**config.mk**
```make
export PLATFORM = sky130hd
export DESIGN_NAME = prog_counter
export DESIGN_NICKNAME = d
export VERILOG_FILES = /design/src/rtl/prog_counter_pkg.sv /design/src/rtl/prog_counter_prescaler.sv /design/src/rtl/prog_counter.sv
export SDC_FILE = /design/constraint.sdc
export NUM_CORES = 1
export LEC_CHECK = 0
export ABC_AREA = 1
export CAP_MARGIN = 20
export CORE_MARGIN = 3
export CORE_UTILIZATION = 40
export CTS_CLUSTER_DIAMETER = 30
export DETAILED_ROUTE_END_ITERATION = 6
export HOLD_SLACK_MARGIN = 0.05
export SETUP_SLACK_MARGIN = 0.1
export SLEW_MARGIN = 0
export SYNTH_ARGS = -nofsm -noshare
export SYNTH_HDL_FRONTEND = slang
export SYNTH_HIERARCHICAL = 1
export SYNTH_SLANG_ARGS = --single-unit
```
**constraint.sdc**
```tcl
create_clock -name clk -period 4.35 [get_ports clk]
set_input_delay 0.87 -clock clk [delete_from_list [all_inputs] [get_ports clk]]
set_output_delay 0.87 -clock clk [all_outputs]
set_load 0.005 [all_outputs]
```
**src/rtl/prog_counter_pkg.sv**
```systemverilog
// Shared types and constants for the programmable up/down counter.
package prog_counter_pkg;

  // Width of the prescaler cycle counter (PRESCALE up to 65535).
  localparam int unsigned PS_W = 16;

  // Count direction as sampled from up_dn.
  typedef enum logic {
    DIR_DOWN = 1'b0,
    DIR_UP   = 1'b1
  } dir_e;

  // Boundary behaviour as sampled from sat_mode.
  typedef enum logic {
    MODE_WRAP = 1'b0,
    MODE_SAT  = 1'b1
  } mode_e;

endpackage : prog_counter_pkg

```
**src/rtl/prog_counter_prescaler.sv**
```systemverilog
// Prescaler: issues a tick on every PRESCALE-th enabled cycle.
// A low enable freezes the cycle count; restart zeroes it so that the next
// tick needs a full PRESCALE enabled cycles.
module prog_counter_prescaler
  import prog_counter_pkg::*;
#(
  parameter int unsigned PRESCALE = 1
) (
  input  logic clk,
  input  logic reset,
  input  logic enable,
  input  logic restart,
  output logic tick
);

  localparam logic [PS_W-1:0] TERM = PS_W'(PRESCALE - 1);

  logic [PS_W-1:0] cnt_q;
  logic [PS_W-1:0] cnt_d;
  logic            tick_c;

  // Next-state for the enabled-cycle counter and the combinational tick.
  always_comb begin
    cnt_d  = cnt_q;
    tick_c = enable && (cnt_q == TERM);
    if (restart) begin
      cnt_d = '0;
    end else if (tick_c) begin
      cnt_d = '0;
    end else if (enable) begin
      cnt_d = cnt_q + PS_W'(1);
    end
  end

  assign tick = tick_c;

  // Enabled-cycle counter register.
  always_ff @(posedge clk) begin
    if (reset) begin
      cnt_q <= '0;
    end else begin
      cnt_q <= cnt_d;
    end
  end

endmodule : prog_counter_prescaler

```
**src/rtl/prog_counter.sv**
```systemverilog
// Programmable modulo up/down counter with prescaler, wrap/saturate modes,
// one-cycle terminal-count pulse and a sticky boundary flag.
// Optional input capture register enabled by defining PROG_COUNTER_CAPTURE_EN.
module prog_counter
  import prog_counter_pkg::*;
#(
  parameter int unsigned      WIDTH    = 8,
  parameter logic [WIDTH-1:0] MOD_VAL  = {WIDTH{1'b1}},
  parameter int unsigned      PRESCALE = 1
) (
  input  logic             clk,
  input  logic             reset,
  input  logic             enable,
  input  logic             up_dn,
  input  logic             sat_mode,
  input  logic             clear,
  input  logic             load,
  input  logic [WIDTH-1:0] load_val,
  input  logic             ovf_clr,
`ifdef PROG_COUNTER_CAPTURE_EN
  input  logic             capture,
  output logic [WIDTH-1:0] cap_val,
`endif
  output logic [WIDTH-1:0] count,
  output logic             tc,
  output logic             ovf
);

  logic [WIDTH-1:0] count_q;
  logic [WIDTH-1:0] count_d;
  logic             tc_q;
  logic             tc_d;
  logic             ovf_q;
  logic             ovf_d;
  logic             tick;
  logic             restart_c;
  logic             boundary_c;
  dir_e             dir_c;
  mode_e            mode_c;

  // clear and load both restart the prescaler.
  assign restart_c = clear | load;

  prog_counter_prescaler #(
    .PRESCALE (PRESCALE)
  ) u_prescaler (
    .clk     (clk),
    .reset   (reset),
    .enable  (enable),
    .restart (restart_c),
    .tick    (tick)
  );

  // Next count, tc and ovf: clear > load > step > hold.
  always_comb begin
    count_d    = count_q;
    tc_d       = 1'b0;
    ovf_d      = ovf_q & ~ovf_clr;
    boundary_c = 1'b0;
    dir_c      = dir_e'(up_dn);
    mode_c     = mode_e'(sat_mode);

    if (clear) begin
      count_d = '0;
    end else if (load) begin
      count_d = (load_val > MOD_VAL) ? MOD_VAL : load_val;
    end else if (tick) begin
      if (dir_c == DIR_UP) begin
        if (count_q >= MOD_VAL) begin
          boundary_c = 1'b1;
          count_d    = (mode_c == MODE_SAT) ? MOD_VAL : '0;
        end else begin
          count_d = count_q + WIDTH'(1);
        end
      end else begin
        if (count_q == '0) begin
          boundary_c = 1'b1;
          count_d    = (mode_c == MODE_SAT) ? '0 : MOD_VAL;
        end else begin
          count_d = count_q - WIDTH'(1);
        end
      end
    end

    // A new boundary crossing wins over a coincident ovf_clr.
    if (boundary_c) begin
      tc_d  = 1'b1;
      ovf_d = 1'b1;
    end
  end

  // Counter state registers.
  always_ff @(posedge clk) begin
    if (reset) begin
      count_q <= '0;
      tc_q    <= 1'b0;
      ovf_q   <= 1'b0;
    end else begin
      count_q <= count_d;
      tc_q    <= tc_d;
      ovf_q   <= ovf_d;
    end
  end

  assign count = count_q;
  assign tc    = tc_q;
  assign ovf   = ovf_q;

`ifdef PROG_COUNTER_CAPTURE_EN
  logic [WIDTH-1:0] cap_val_q;
  logic [WIDTH-1:0] cap_val_d;

  // Capture holds the count as it stood before this edge's update.
  always_comb begin
    cap_val_d = cap_val_q;
    if (capture) begin
      cap_val_d = count_q;
    end
  end

  // Capture register.
  always_ff @(posedge clk) begin
    if (reset) begin
      cap_val_q <= '0;
    end else begin
      cap_val_q <= cap_val_d;
    end
  end

  assign cap_val = cap_val_q;
`endif

endmodule : prog_counter

```
==> impl_metrics.csv <==
group,metric,value,unit
grt,grt_pass1_vias,1686,
sta,fin_crit,2510,ps
floorplanning,die_x,74.8,um
clock_network,cts_buffers,3,
min_path,min_path_cells,2,
route,drcViolationCount,0,
setup_path,crit_end,"ovf",
placement,placed_cell_area,2170,um^2
setup_path,worst-setup-path-type,"primary input to register",
run,max_cap_violations,0,
logic_synthesis,yosys.area_share.simple,46.1,%
sta,grt_setup_unrepaired,"false",
route,firstDrtPassIters,4,
route,via_count,1811,
min_path,hold_path.class,"register to register",
logic_synthesis,synth_top_family_by_area,"simple AND/OR/NAND/NOR gates",
clock_network,cts_tree,"built",
placement,hpwl,3510,um
clock_network,ctsResizeCount,0,
floorplanning,dieArea,5600,um^2
power_and_ir_drop,power_density,223,nW/um^2
logic_synthesis,netlist_instances,294,
sta,maxSlewHeadroom,69.8,%
sta,period_share,57.7,%
grt,antenna_found_initial,0,
layout,final_util,49.5,%
layout,final_area,2210,um^2
grt,grt_overflow,0,
setup_path,regToRegSetupSlack,2420,ps
layout,area_delta_synth_final,16.9,%
logic_synthesis,synth_seq_cells,26,
clock_network,clk_latency,260,ps
setup_path,crit_fanout,8,
sta,hold_slack,515,ps
setup_path,worstPathArrival,2730,ps
floorplanning,die_height,74.8,um
layout,final_cell_mix,"78 x nand2_1, 48 x nor2_1, 34 x inv_1",
logic_synthesis,synthAdderAreaFrac,3.30,%
clock_network,htreeDepth,1,
power_and_ir_drop,p_leak,0.885,nW
logic_synthesis,synth_compound_area_share,9.45,%
floorplanning,initial_utilization,42.3,%
clock_network,clkSlewWorstSetupHoldPaths,90,ps
setup_path,rr_startpoint,"u_prescaler/cnt_q[0]",
sta,fmax,0.398,GHz
floorplanning,rows,24,
layout,final_common_cell,"nand2_1",
setup_path,endpoint_kind,"register",
power_and_ir_drop,ir_drop,0.000166,V
logic_synthesis,seq_area_frac_synth,27.5,%
sta,skew,1.48,ps
grt,grt_pass1_wl,7880,um
sta,slew_viol_final,0,
clock_network,clockBufferDepth,2,
layout,diodes,0,
sta,worst_pin_slew,452,ps
grt,grt_max_degree,15,
sta,final_hold_viol_count,0,
clock_network,clock_sink_count,26,
setup_path,startpoint_type,"primary input",
clock_network,clockRootBuffer,"clkbuf_8",
route,wl_per_cell,12.1,um
route,ant_nets,0,
placement,port_buffers,25,
logic_synthesis,avgSynthCellArea,6.44,um^2
route,vias_per_cell,4.91,
grt,track_usage,17.9,%
logic_synthesis,ys_warn_count,6,
sta,finalSetupTns,0,ps
route,drt_iter0_drc,147,
clock_network,holdBufCountCts,0,
floorplanning,core_area,4470,um^2
route,wl,4480,um
logic_synthesis,synth_fp_nets,315,
setup_path,r2r-end,"count[5]",
logic_synthesis,synth-xor-area-share,4.62,%
setup_path,required,4570,ps
layout,drive_gt1_share,7.26,%
logic_synthesis,synthMuxAreaShare,0,%
layout,fin_nets,340,
outcome,outcome,"complete, no violations",
setup_path,startpoint,"enable",
logic_synthesis,synth_cell_types,35,
clock_network,post_cts_buffers,0,
setup_path,r2r.worst_path.cells,13,
placement,gp_congestion,0.834,
placement,dpl.cell_count,366,
sta,finalSetupViolCount,0,
floorplanning,ios,26,
logic_synthesis,syn-cell-area,1890,um^2
layout,stdcell_count,369,
-- per-layer routing --
layer  vias up  routed length, um  GRT usage [%]
li1        987                  -              -
met1       778               2430           28.2
met2        44               1770           25.7
met3         2                255           3.60
met4         0                 19           1.98
met5         -                  0              0
-- sequential cells by signal, indices dropped and copies added, names as in the netlist --
signal	count
count	8
ovf	1
tc	1
u_prescaler/cnt_q	16
-- worst max-delay path, cell delays in order --
cell and delay (ps):
clkdlybuf4s50_1 630, nand3_1 120, nor2_1 130, nand2_1 100
inv_1 90, inv_1 40, nor2_1 200, inv_1 130
nor4_4 290, or2_1 130
-- cell usage after synthesis, drive strengths merged --
cell type | count | area (um^2)
nor2 | 59 | 298
inv | 35 | 131
o21bai | 2 | 15.0
a21oi | 14 | 73.8
nand3 | 26 | 153
a22oi | 3 | 22.5
nand4 | 8 | 50.1
xnor2 | 2 | 17.5
dfxtp | 26 | 521
nor3 | 1 | 5.00
o21ai | 8 | 40.0
xor2 | 8 | 70.1
a31oi | 3 | 18.8
o221ai | 1 | 8.76
buf | 5 | 36.3
or2 | 3 | 18.8
ha | 5 | 62.6
nand3b | 1 | 7.51
clkinv | 1 | 3.75
nor4 | 1 | 21.3
nand2 | 80 | 305
nor3b | 2 | 15.0
-- cell type report --
cell class	count	area, um^2
Fill cell	454	2260
Multi-Input combinational cell	227	1200
Sequential cell	26	520
Timing Repair Buffer	25	250
Inverter	36	135
Tap cell	52	65.1
Clock buffer	3	41.3
-- how the worst min path moves through the flow --
stage	from	to	slack (ps)
5_1_grt	u_prescaler/cnt_q[14]	u_prescaler/cnt_q[14]	540
2_1_floorplan	u_prescaler/cnt_q[14]	u_prescaler/cnt_q[14]	470
6_report	u_prescaler/cnt_q[14]	u_prescaler/cnt_q[14]	510
4_1_cts	u_prescaler/cnt_q[14]	u_prescaler/cnt_q[14]	520
3_5_place_dp	u_prescaler/cnt_q[14]	u_prescaler/cnt_q[14]	510
3_3_place_gp	u_prescaler/cnt_q[14]	u_prescaler/cnt_q[14]	490
-- through the flow --
step	total power, W	setup WS (ps)
2_1_floorplan	0.000326	2290
3_5_place_dp	0.000364	1550
6_report	0.000493	1840
3_3_place_gp	0.000365	1650
4_1_cts	0.000503	1830
5_1_grt	0.000523	1580
-- report_power, final --
| part | total (W) | switching, W | leakage, nW | internal [W] |
|---|---|---|---|---|
| combinational | 0.000108 | 0.0000602 | 0.653 | 0.0000474 |
| sequential | 0.000251 | 0.00000921 | 0.210 | 0.000242 |
| clock | 0.000134 | 0.0000725 | 0.0216 | 0.0000620 |
-- kinds of logic (layout without fill, tap and decap cells) --
group                      Yosys count  after routing
DFF                                 26             26
xor gates and xnor gates            10             10
buffers and inverters               41             64
AOI/OAI and AO/OA                   31             31
adders and majority gates            5              5
and+or+nand+nor                    181            181
Note: power is estimated with default switching activity, not from simulation.
